File: config.mk
export PLATFORM = sky130hd
export DESIGN_NAME = demux_tdm_4
export DESIGN_NICKNAME = d
export VERILOG_FILES = /design/src/rtl/demux_tdm_4.sv
export SDC_FILE = /design/constraint.sdc
export NUM_CORES = 1
export LEC_CHECK = 0
export CORE_AREA = 2 2 39 41
export CTS_CLUSTER_DIAMETER = 200
export DETAILED_ROUTE_END_ITERATION = 7
export DIE_AREA = 0 0 41 43
export GPL_TIMING_DRIVEN = 0
export HOLD_SLACK_MARGIN = 0.08
export MAX_ROUTING_LAYER = met4
export PLACE_DENSITY = 0.7
export SETUP_SLACK_MARGIN = 0.15
export SLEW_MARGIN = 20
export SYNTH_ARGS = -nofsm -noshare
export SYNTH_HDL_FRONTEND = slang
export SYNTH_SLANG_ARGS = --single-unit
File: constraint.sdc
create_clock -name Clk -period 1.7 [get_ports Clk]
set_input_delay 0.34 -clock Clk [delete_from_list [all_inputs] [get_ports Clk]]
set_output_delay 0.34 -clock Clk [all_outputs]
set_load 0.01 [all_outputs]
File: src/rtl/demux_tdm_4.sv
// demux_tdm_4: TDM receive demux. A rotating slot counter steers serial samples into an N-lane frame.
// Build option: define DEMUX_SYNC_EN to add the FrameSync port, which realigns the slot counter mid-stream.
`timescale 1ns/1ps
module demux_tdm_4 #(
    parameter int N  = 4,
    parameter int W  = 1,
    parameter int SW = 2
) (
    input  logic           Clk,
    input  logic           Reset,
    input  logic [W-1:0]   In,
    input  logic           InValid,
    output logic           InReady,
    output logic [SW-1:0]  Sel,
    output logic [N*W-1:0] Out,
    output logic           OutValid,
    input  logic           OutReady
`ifdef DEMUX_SYNC_EN
    ,
    input  logic           FrameSync
`endif
);

    typedef enum logic {
        EMPTY = 1'b0,
        FULL  = 1'b1
    } out_state_t;

    out_state_t     out_state;
    logic [N*W-1:0] shadow;
    logic [N*W-1:0] frame;
    logic           last_slot;
    logic           stall;
    logic           accept;
    logic           sync_accept;
    logic           complete;

    assign last_slot = (Sel == SW'(N - 1));
    // The last slot can only be taken when the output register can make room for the frame.
    assign stall     = last_slot && OutValid && !OutReady;

`ifdef DEMUX_SYNC_EN
    assign InReady     = !stall || (InValid && FrameSync);
    assign sync_accept = accept && FrameSync;
`else
    assign InReady     = !stall;
    assign sync_accept = 1'b0;
`endif

    assign accept   = InValid && InReady;
    assign complete = accept && !sync_accept && last_slot;

    always_comb begin
        frame = shadow;
        frame[(N-1)*W +: W] = In;
    end

    always_ff @(posedge Clk) begin
        if (Reset) begin
            Sel       <= '0;
            shadow    <= '0;
            Out       <= '0;
            OutValid  <= 1'b0;
            out_state <= EMPTY;
        end else begin
            if (accept) begin
                if (sync_accept) begin
                    shadow[0 +: W] <= In;
                    Sel            <= SW'(1);
                end else begin
                    shadow[Sel*W +: W] <= In;
                    Sel                <= last_slot ? '0 : Sel + SW'(1);
                end
            end

            case (out_state)
                EMPTY: begin
                    if (complete) begin
                        Out       <= frame;
                        OutValid  <= 1'b1;
                        out_state <= FULL;
                    end
                end
                FULL: begin
                    if (complete) begin
                        Out <= frame;
                    end else if (OutReady) begin
                        OutValid  <= 1'b0;
                        out_state <= EMPTY;
                    end
                end
                default: begin
                    OutValid  <= 1'b0;
                    out_state <= EMPTY;
                end
            endcase
        end
    end

endmodule

==> results.txt, run 1 <==
----------------------------------------------------
[Floorplan]
  Die Y ... 43 um
  Area inside the core boundary ... 0.001384 mm2
  Number of placement rows ... 14
  Area enclosed by the die boundary ... 0.001763 mm2
  Die extent in x ... ~40 um
  Top-level I/O count ... 13
  Initial Utilization ... 0.4042

[Logic synthesis]
  Post-synthesis xor/xnor area fraction ... 0
  Syn avg cell area ... 8.604 um2
  Number of nets produced by synthesis ... 75
  Area share of the largest cell type after synthesis ... 0.3937
  Main area contributors after synthesis ... dfxtp_1 39%, ha_1 11%, a21oi_1 7.2%
  Area leader, netlist ... dfxtp_1
  Async set-reset flop share out of synthesis ... 0
  Compound-Gate Fraction of Synth Area ... 0.2148
  Summed instance area of the synthesized netlist ... 559.3 um2
  Dominant combinational cell family by area after synthesis ... simple AND/OR/NAND/NOR gates
  Post-synth cell types ... 22
  Synthesized-area fraction occupied by adder cells ... 0.1119
  Main flop type after synthesis ... dfxtp_1
  Fraction of synthesized area in multiplexers ... 0
  Total of warnings raised by yosys ... 0
  Number of cells produced by synthesis ... 65
  Number of enable flip-flop cells after synthesis ... 0
  Register bit total from synthesis ... 11
  Area share of and/or/nand/nor cells after synthesis ... 0.2260
  Commonest cells in the netlist ... 11 x dfxtp_1, 8 x a21oi_1, 8 x o21ai_0, 6 x inv_1
  Dominant cell by count in the synthesized netlist ... dfxtp_1
  Sequential-to-total area share from yosys stat ... 0.3937

[Routing]
  Remaining design rule violation count ... 0
  Via count ... 571
  First-pass iteration count of the detailed router ... 4
  Wire per inst ... 14.18 um
  Overall routed net length ... 1489 um
  1st-iter DRT viols ... 15
  Vias per cell ... 5.438
  Post-route ant nets ... 0

[Critical path]
  Cell type group with the largest total delay on the critical path ... flip-flops
  Delay of the slowest cell on the worst path ... 380 ps
  Cell type of the slowest stage on the worst timing path ... dfxtp_4
  Endpoint arrival time on the critical path ... ~1200 ps
  Startpoint type of the worst setup path ... flop
  List of cells traversed by the critical path ... ha_4, and3b_4, inv_4, buf_6
  Crit Path Class ... flop to output port
  Number of buffers and inverters on the critical path ... 2
  Critical path data required time ... 1360 ps
  Largest fanout on the critical path ... 5
  Type of element capturing the critical path ... output port

[Job]
  Max Cap Viol ... 0

[Status]
  Outcome ... complete, no violations

[Timing]
  Setup repair after global routing missed its margin ... true
  Max frequency ... 0.6459 GHz
  Normalized max-slew margin ... 0.6766
  Count of final max-slew check failures ... 0
  Setup violators final ... 0
  Worst slew pin tran ... a little under 500 ps
  Clock Skew ... around 1.8 ps
  Time the worst path needs with I/O delays and setup ... 1548 ps
  Share of the cycle needed by the critical path after routing ... 0.9108
  Final-report hold violation count ... 0

[GRT]
  Residual overflow from global routing ... 0
  Wire length of the first global-routing pass ... 2263 um
  Pin count of the biggest net entering global routing ... 11
  Vias in the first global route ... 541
  Global router's overall resource usage ... 0.1983
  Number of antenna violations at the first check in global routing ... 0

[Clocking]
  CTS tree ... built
  H-tree depth ... 1
  Insertion delay to the later sink of the worst-skew pair ... 270 ps
  Clock transition at the register clock pins on the worst setup and hold paths after CTS ... roughly 70 ps
  Sink Count ... 11
  Clock Tree Buf Depth ... 2
  Number of CTS-inserted buffers ... 3
  Library cell used as clock root buffer ... clkbuf_4

[Hold path]
  Kind of path behind the tightest hold check ... flop to flop

[Final layout]
  Antenna diode instance count ... 0
  Share of layout cells above drive strength 1 ... 0.2584
  Layout overhead on the synthesized area ... 55.26%
  Post-layout net count ... 100
  Post-route standard cell area excluding fillers ... 868.3 um2
  Final Instance Count excl. Fillers ... 105

[Pwr]
  Highest ir drop seen on vdd ... 0.0003069 V
  Reported leakage power ... 0.0003473 uW
  Power per Cell Area ... about 660 mW/mm2
  Post-route total power ... 574.5 uW

[Place]
  Instance area at placement ... 699.4 um2
  Placed instance count ... slightly above 90
  Routability Congestion ... 0.7392
  Hpwl dp ... 886.9 um
  Port Buf Inserts ... 12

----------------------------------------------------
==> per-layer routing <==
| metal | vias to the layer above | global-route usage | share of wire |
|---|---|---|---|
| met4 | 0 | 0.1267 | 0.017 |
| met1 | 262 | 0.2215 | 0.39 |
| met5 | - | - | 0 |
| met3 | 3 | 0.05236 | 0.054 |
| met2 | 20 | 0.2969 | 0.54 |
| li1 | 286 | - | - |
==> registers in the layout (all words and copies together), names as in the netlist <==
signal	flops
Out	4
OutValid	1
Sel	2
out_state	1
shadow	3
==> cell families (layout without fill, tap and decap cells) <==
family / Yosys count / count (layout)
AO/OA/AOI/OAI: 21 / 21
AND/OR/NAND/NOR: 20 / 20
flip-flops: 11 / 11
buffers and inverters: 8 / 32
adder cells (fa/ha/maj): 5 / 5
==> final timing paths <==
| path | from | endpoint | slack, ps | depth (start not counted) |
|---|---|---|---|---|
| setup / recovery | Sel[1] | InReady | 150 | 4 |
| hold / removal | Out[0] | Out[0] | 480 | 2 |
| setup reg to reg | Sel[0] | shadow[1] | 180 | 6 |
| hold reg to reg | Out[0] | Out[0] | 480 | 2 |
==> worst reg2reg max path, delay by kind of cell, from the launching register on <==
kind	cells	cell delay (ps)
simple gates	2	390
buf+inv	2	230
compound gates	1	120
fa+ha+maj	1	330
flops	1	380
==> power breakdown <==
group	leakage, uW	internal [uW]	total [uW]	switching (uW)
combinational	0.000242	64.8	121	56.1
sequential	0.0000904	264	272	8.11
clock	0.0000150	91.0	182	90.9
==> cells in the final DEF, fill, tap and decap left out, drive strengths merged, types with 2 or more instances in the layout <==
cell type      synthesis  final
dlymetal6s2s           0      2
dfxtp                 11     11
buf                    0      9
nand2                  4      4
clkbuf                 2      6
a21oi                  8      8
or3                    2      2
nor4bb                 2      2
o21ai                  8      8
ha                     5      5
nand4                  5      5
dlygate4sd2            0      2
inv                    6      5
clkdlybuf4s50          0      7
==> cell type report <==
| class | count | area (um2) |
|---|---|---|
| Buffer | 2 | 7.507 |
| Clock buffer | 4 | 26.28 |
| Fill cell | 125 | 515.5 |
| Inverter | 6 | 28.78 |
| Multi-Input combinational cell | 46 | 370.4 |
| Sequential cell | 11 | 227.7 |
| Tap cell | 16 | 20.02 |
| Timing Repair Buffer | 20 | 187.7 |
==> metrics by stage <==
step	hold slack (ps)	setup slack, ps	utilization	setup TNS (ps)
2_1_floorplan	443.1	197.6	-	0
6_report	480.5	151.7	0.6275	0
3_5_place_dp	472.8	-447.6	0.5054	-480.1
4_1_cts	482.6	135.9	0.5660	0
3_3_place_gp	462.7	-471.2	0.5054	-516.6
5_1_grt	510.7	81.86	0.6275	0
==> timing repair <==
| item | in CTS | in global routing |
|---|---|---|
| setup buffers | 4 | 4 |
| hold buffers | 0 | 0 |
| resized for setup | 15 | 11 |
| pin swaps | 0 | 7 |
| setup endpoints to repair | 8 | 6 |
(Power assumes the default switching activity.)
==> run 2: changes to the inputs <==
--- a/config.mk
+++ b/config.mk
@@ -12,7 +12,7 @@
 export GPL_TIMING_DRIVEN = 0
 export HOLD_SLACK_MARGIN = 0.08
 export MAX_ROUTING_LAYER = met4
-export PLACE_DENSITY = 0.7
+export PLACE_DENSITY_LB_ADDON = 0.3
 export SETUP_SLACK_MARGIN = 0.15
 export SLEW_MARGIN = 20
 export SYNTH_ARGS = -nofsm -noshare
==> run 2 against run 1 <==
  * Clock skew rose by 2.2 ps
  * Utilization is 3.9 points lower
  * Critical path depth is 3 lower
  * Clock power is essentially flat
  * Sequential power about the same
  * Total power is 5.6% lower
  * Cell area shrank 6.2%
  * Hold slack got worse by 9.1 ps
==> results.txt, run 2 (same netlist as run 1, synthesis figures left out) <==
----------------------------------------------------
[Place]
  Hpwl dp ... 871.7 um (-1.7%)
  Instance area at placement ... 699.4 um2 (unchanged)
  Routability Congestion ... 0.7525 (+1.8%)
  Placed instance count ... 93 (unchanged)
  Worst Setup Slack post-DPL ... -455.8 ps (-8.216 ps)
  Port Buf Inserts ... 12 (unchanged)

[Hold path]
  Kind of path behind the tightest hold check ... flop to flop
  Worst hold path depth ... 2 (unchanged)

[GRT]
  Number of antenna violations at the first check in global routing ... 0 (unchanged)
  Pin count of the biggest net entering global routing ... 11 (unchanged)
  Wire length of the first global-routing pass ... 2035 um (-10%)
  Residual overflow from global routing ... 0 (unchanged)
  Global router's overall resource usage ... 0.1708 (-0.02754)
  Vias in the first global route ... 484 (-11%)

[Timing]
  Setup repair after global routing missed its margin ... false
  Clock Skew ... 4.004 ps (+2.157 ps)
  Share of the cycle needed by the critical path after routing ... 0.8954 (-0.01533)
  Final-report hold violation count ... 0 (unchanged)
  Max frequency ... 0.6569 GHz (+1.7%)
  Normalized max-slew margin ... 0.7154 (+0.03878)
  Time the worst path needs with I/O delays and setup ... 1522 ps (-26.06 ps)
  Final worst setup slack ... 177.8 ps (+26.06 ps)
  Worst slew pin tran ... 426.9 ps (-58.17 ps)
  Accumulated negative setup slack ... 0 ps (unchanged)
  Count of final max-slew check failures ... 0 (unchanged)
  Setup violators final ... 0 (unchanged)

[Critical path]
  Endpoint arrival time on the critical path ... 1180 ps (-30 ps)
  Type of element capturing the critical path ... output port
  Number of cells traversed by the worst register-to-register path ... 5 (-1)
  Stages on the worst setup path ... 1 (-3)
  Cell type of the slowest stage on the worst timing path ... clkdlybuf4s50_1
  Crit Path Class ... flop to output port
  Startpoint type of the worst setup path ... flop
  List of cells traversed by the critical path ... clkdlybuf4s50_1
  Delay of the slowest cell on the worst path ... 540 ps (+160 ps)
  Critical path data required time ... 1360 ps (about the same)
  Number of buffers and inverters on the critical path ... 1 (-1)
  Largest fanout on the critical path ... 5 (unchanged)
  Cell type group with the largest total delay on the critical path ... buffers and inverters

[Clocking]
  Sink Count ... 11 (unchanged)
  CTS tree ... built
  Insertion delay to the later sink of the worst-skew pair ... 270 ps (about the same)
  Clock transition at the register clock pins on the worst setup and hold paths after CTS ... 70 ps (about the same)
  Number of CTS-inserted buffers ... 3 (unchanged)
  Number of hold buffers added after CTS ... 0 (unchanged)
  Library cell used as clock root buffer ... clkbuf_4
  Clock Tree Buf Depth ... 2 (unchanged)
  H-tree depth ... 1 (unchanged)

[Pwr]
  Highest ir drop seen on vdd ... 0.0004248 V (+38%)
  Reported leakage power ... 0.0003154 uW (-9.2%)
  Post-route total power ... 542.6 uW (-5.6%)
  Power per Cell Area ... 666.1 mW/mm2 (+0.67%)

[Floorplan]
  Die Y ... 43 um (unchanged)
  Area inside the core boundary ... 0.001384 mm2 (unchanged)
  Area enclosed by the die boundary ... 0.001763 mm2 (unchanged)
  Initial Utilization ... 0.4042 (unchanged)
  Die extent in x ... 41 um (unchanged)
  Number of placement rows ... 14 (unchanged)
  Top-level I/O count ... 13 (unchanged)

[Routing]
  First-pass iteration count of the detailed router ... 4 (unchanged)
  Wire per inst ... 12.25 um (-14%)
  Via count ... 530 (-7.2%)
  Overall routed net length ... 1262 um (-15%)
  Remaining design rule violation count ... 0 (unchanged)
  Post-route ant nets ... 0 (unchanged)
  Vias per cell ... 5.146 (-5.4%)
  1st-iter DRT viols ... 4 (-11)

[Final layout]
  Layout overhead on the synthesized area ... 45.64%
  Number of flip-flops under the largest register name ... 4 (unchanged)
  Post-route standard cell area excluding fillers ... 814.5 um2 (-6.2%)
  Share of layout cells above drive strength 1 ... 0.2069 (-0.05153)
  Largest registers ... Out x4, shadow x3, Sel x2
  Most common cell after layout, fill and taps aside ... dfxtp_1
  Antenna diode instance count ... 0 (unchanged)
  Largest register by flop count ... Out
  Post-layout net count ... 98 (-2.0%)
  Final Instance Count excl. Fillers ... 103 (-1.9%)
  Commonest cells after routing, fill and taps aside ... 9 x dfxtp_1, 8 x o21ai_0, 8 x a21oi_1, 8 x clkdlybuf4s50_1, 6 x buf_4

[Job]
  Max Cap Viol ... 0 (unchanged)

[Status]
  Outcome ... complete, no violations

----------------------------------------------------
## run 2: final cells by class
type | count | area, um2
plain buffers | 2 | 8.758
clock buffers | 4 | 26.28
fillers | 132 | 569.3
inverters | 6 | 25.02
multi-input cells | 46 | 340.3
flip-flops and latches | 11 | 227.7
well taps | 16 | 20.02
repair buffers | 18 | 166.4
## run 2: per-layer routing
layer  vias to the layer above  GRT usage  routed length [um]
li1                        280          -                   -
met1                       237     0.2164                 563
met2                        11     0.2625                 639
met3                         2    0.03141                  53
met4                         0    0.06000                   6
met5                         -          -                   0
## run 2: final timing paths
check,start,end,slack (ps)
max,Sel[1],Sel[1],180
min,shadow[2],Out[2],470
max reg2reg,Sel[0],shadow[1],250
min reg2reg,shadow[2],Out[2],470
## run 2: where the power goes
part           total, uW  internal [uW]  switching, uW
Sequential           273            264           9.02
Combinational       91.2           48.6           42.6
Clock                179           90.8           88.1
Total                543            403            140
## run 2: what timing repair did
item / 4_1_cts / 5_1_grt
endpoints found under the setup margin: 8 / 7
pin swaps: 0 / 2
buffers inserted: 2 / 4
gates cloned: 0 / 0
resized for setup: 13 / 7
## run 2: stage by stage
step	hold WS [ps]	util
2_1_floorplan	443.1	-
3_3_place_gp	462.6	0.5054
3_5_place_dp	462.7	0.5054
4_1_cts	472.4	0.5470
5_1_grt	491.5	0.5886
6_report	471.4	0.5886
==> run 3: changes to the inputs <==
--- a/config.mk
+++ b/config.mk
@@ -5,10 +5,10 @@
 export SDC_FILE = /design/constraint.sdc
 export NUM_CORES = 1
 export LEC_CHECK = 0
-export CORE_AREA = 2 2 39 41
+export ABC_AREA = 1
+export CORE_UTILIZATION = 47
 export CTS_CLUSTER_DIAMETER = 200
 export DETAILED_ROUTE_END_ITERATION = 7
-export DIE_AREA = 0 0 41 43
 export GPL_TIMING_DRIVEN = 0
 export HOLD_SLACK_MARGIN = 0.08
 export MAX_ROUTING_LAYER = met4
==> run 3 against run 2 <==
  * Die area down 16%
  * Non-clock buffer count down 3
  * Hold slack lost 130 ps
  * Cell count grew 9.7%
  * Sequential cell count did not move
  * Clock-buffer cell count unchanged
  * Register-to-register slack better by 180 ps
  * Clock skew is 5.6 ps higher
  * Setup slack better by 37 ps
  * Area after synthesis rose by 11%
  * Critical path type unchanged
  * Largest power group unchanged
  * Global-route usage grew 1.6 points
  * Via count increased by 7.4%
==> results.txt, run 3 <==
----------------------------------------------------
[Status]
  Outcome ... complete, no violations

[Final layout]
  Commonest cells after routing, fill and taps aside ... 17 x nand2_1, 9 x inv_1, 8 x dfxtp_1
  Number of flip-flops under the largest register name ... 4 (unchanged)
  Final Instance Count excl. Fillers ... 113 (+9.7%)
  Largest register by flop count ... Out
  Largest registers ... Out x4, shadow x3, Sel x2
  Antenna diode instance count ... 0 (unchanged)
  Share of layout cells above drive strength 1 ... 0.2626 (+0.05573)
  Post-layout net count ... 110 (+12%)
  Layout overhead on the synthesized area ... 31.19%
  Fill cell instance count of the final layout ... 96 (-27%)
  Most common cell after layout, fill and taps aside ... nand2_1

[Place]
  Worst Setup Slack post-DPL ... -167.0 ps (+288.8 ps)
  Hpwl dp ... 900.6 um (+3.3%)
  Port Buf Inserts ... 11 (-1)
  Placed instance count ... 106 (+14%)
  Routability Congestion ... 0.8630 (+15%)

[Floorplan]
  Area inside the core boundary ... 0.001171 mm2 (-15%)
  Die extent in x ... 38.38 um (-6.4%)
  Number of placement rows ... 12 (-2)
  Top-level I/O count ... 13 (unchanged)
  Initial Utilization ... 0.5310 (+0.1268)
  Die Y ... 38.38 um (-11%)
  Area enclosed by the die boundary ... 0.001473 mm2 (-16%)

[Pwr]
  Power per Cell Area ... 676.8 mW/mm2 (+1.6%)
  Reported leakage power ... 0.0003870 uW (+23%)
  Post-route total power ... 552.1 uW (+1.8%)
  Highest ir drop seen on vdd ... 0.0003387 V (-20%)

[Critical path]
  Launch instance of the worst register-to-register path ... Sel[0]
  List of cells traversed by the critical path ... ha_1, buf_6, nand3_4, buf_6
  Crit path to ... InReady
  Most frequent CP cell ... buf_6
  Critical path data required time ... 1360 ps (about the same)
  Crit Path Class ... flop to output port
  Largest fanout on the critical path ... 5 (unchanged)
  Endpoint arrival time on the critical path ... 1140 ps (-40 ps)
  Number of cells traversed by the worst register-to-register path ... 7 (+2)
  Delay of the slowest cell on the worst path ... 360 ps (-180 ps)
  Cell type of the slowest stage on the worst timing path ... dfxtp_4
  Type of element capturing the critical path ... output port
  Worst Setup SP ... Sel[0]
  RR Endpoint ... shadow[0]
  Reg2Reg Setup Slack ... 430 ps (+180 ps)
  Startpoint type of the worst setup path ... flop

[Clocking]
  H-tree depth ... 1 (unchanged)
  Sink Count ... 11 (unchanged)
  Number of hold buffers added after CTS ... 0 (unchanged)
  Clock Tree Buf Depth ... 2 (unchanged)
  CTS tree ... built
  Number of CTS-inserted buffers ... 3 (unchanged)
  Clock transition at the register clock pins on the worst setup and hold paths after CTS ... 80 ps (about the same)
  Library cell used as clock root buffer ... clkbuf_4
  Insertion delay to the later sink of the worst-skew pair ... 270 ps (about the same)

[GRT]
  Global router's overall resource usage ... 0.1870 (+0.01622)
  Number of antenna violations at the first check in global routing ... 0 (unchanged)
  Vias in the first global route ... 448 (-7.4%)
  Wire length of the first global-routing pass ... 1773 um (-13%)
  Pin count of the biggest net entering global routing ... 11 (unchanged)
  Residual overflow from global routing ... 0 (unchanged)

[Timing]
  Setup repair after global routing missed its margin ... false
  Final worst setup slack ... 215.1 ps (+37.29 ps)
  Accumulated negative setup slack ... 0 ps (unchanged)
  Worst slew pin tran ... 193.1 ps (-233.8 ps)
  Share of the cycle needed by the critical path after routing ... 0.8735 (-0.02193)
  Setup violators final ... 0 (unchanged)
  Final-report hold violation count ... 0 (unchanged)
  Clock Skew ... 9.579 ps (+5.575 ps)
  Max frequency ... 0.6734 GHz (+2.5%)
  Time the worst path needs with I/O delays and setup ... 1485 ps (-37.29 ps)
  Count of final max-slew check failures ... 0 (unchanged)
  Normalized max-slew margin ... 0.8702 (+0.1549)

[Logic synthesis]
  Main flop type after synthesis ... dfxtp_1
  Area share of the largest cell type after synthesis ... 0.3541 (-0.03961)
  Async set-reset flop share out of synthesis ... 0 (unchanged)
  Number of nets produced by synthesis ... 91 (+21%)
  Sequential-to-total area share from yosys stat ... 0.3541 (-0.03961)
  Syn avg cell area ... 7.677 um2 (-11%)
  Commonest cells in the netlist ... 17 x nand2_1, 11 x dfxtp_1, 9 x inv_1, 7 x a21oi_1, 7 x nor2_1
  Total of warnings raised by yosys ... 0 (unchanged)
  Dominant cell by count in the synthesized netlist ... nand2_1
  Number of cells produced by synthesis ... 81 (+25%)
  Register bit total from synthesis ... 11 (unchanged)
  Summed instance area of the synthesized netlist ... 621.8 um2 (+11%)
  Post-synth cell types ... 18 (-18%)
  Number of enable flip-flop cells after synthesis ... 0 (unchanged)
  Area leader, netlist ... dfxtp_1
  Main area contributors after synthesis ... dfxtp_1 35%, nand2_1 10%, ha_1 10%

[Routing]
  Post-route ant nets ... 0 (unchanged)
  Remaining design rule violation count ... 0 (unchanged)
  First-pass iteration count of the detailed router ... 4 (unchanged)
  1st-iter DRT viols ... 7 (+3)
  Overall routed net length ... 1242 um (-1.6%)
  Vias per cell ... 5.035 (-2.1%)
  Wire per inst ... 10.99 um (-10%)
  Via count ... 569 (+7.4%)

[Hold path]
  Kind of path behind the tightest hold check ... input port to flop

[Job]
  Max Cap Viol ... 0 (unchanged)

----------------------------------------------------
## run 3: changes by cell type in the layout (fill, tap and decap cells not counted), moves of 4 or more
cell,delta
nand2_1,+13
o21ai_0,-8
nor2_1,+6
inv_1,+4
## run 3: per-stage QoR
stage                     utilization  area [um2]  hold WS (ps)
final                          0.6966       815.8         342.1
after global routing           0.6966       815.8         346.2
after detailed placement       0.6400       749.5         455.5
after floorplan                     -       621.8         456.6
after global placement         0.6400       749.5         450.9
after CTS                      0.6656       779.5         339.9
## run 3: worst min-delay path by stage
stage | startpoint | endpoint | slack [ps] | cells past startpoint
floorplan | out_state | out_state | 460 | 2
global placement | Out[3] | Out[3] | 450 | 2
detailed placement | Out[3] | Out[3] | 460 | 2
CTS | Reset | Sel[1] | 340 | 2
global route | Reset | Sel[1] | 350 | 2
finish | Reset | Sel[1] | 340 | 2
## run 3: area by class of cell
cell class                      instances  area [um2]  area share
Inverter                               12       45.04     0.05521
Timing Repair Buffer                   14       141.4      0.1733
Tap cell                               14       17.52     0.02147
Buffer                                  3       27.53     0.03374
Sequential cell                        11       229.0      0.2807
Clock buffer                            4       26.28     0.03221
Multi-Input combinational cell         55       329.1      0.4034
## run 3: routing by layer
metal	vias to the layer above	share of wire	global-route usage
met3	5	0.045	0.03488
li1	294	-	-
met2	15	0.48	0.3051
met4	0	0.025	0.1293
met1	255	0.45	0.2050
met5	-	0	-
## run 3: logic make-up after synthesis
logic type	synth area share
adders and majority gates	0.1006
DFF	0.3541
and+or+nand+nor	0.3360
AOI/OAI and AO/OA	0.09255
buffers and inverters	0.1167
## run 3: timing repair
| action | in CTS | in global routing |
|---|---|---|
| setup buffers | 0 | 3 |
| setup endpoints to repair | 4 | 4 |
| gates resized for setup | 9 | 4 |
## run 3: power by group
| group | leakage [uW] | switching, uW | total (uW) | internal, uW |
|---|---|---|---|---|
| Combinational | 0.000281 | 53.8 | 95.7 | 41.9 |
| Sequential | 0.0000912 | 9.05 | 276 | 267 |
| Clock | 0.0000150 | 89.2 | 180 | 90.9 |
| Total | 0.000387 | 152 | 552 | 400 |
## run 3: critical path, delay by kind of cell (launching register included)
kind / cells / cell delay, ps
flip-flops: 1 / 360
buffers and inverters: 2 / 220
adder cells (fa/ha/maj): 1 / 200
AND/OR/NAND/NOR: 1 / 80
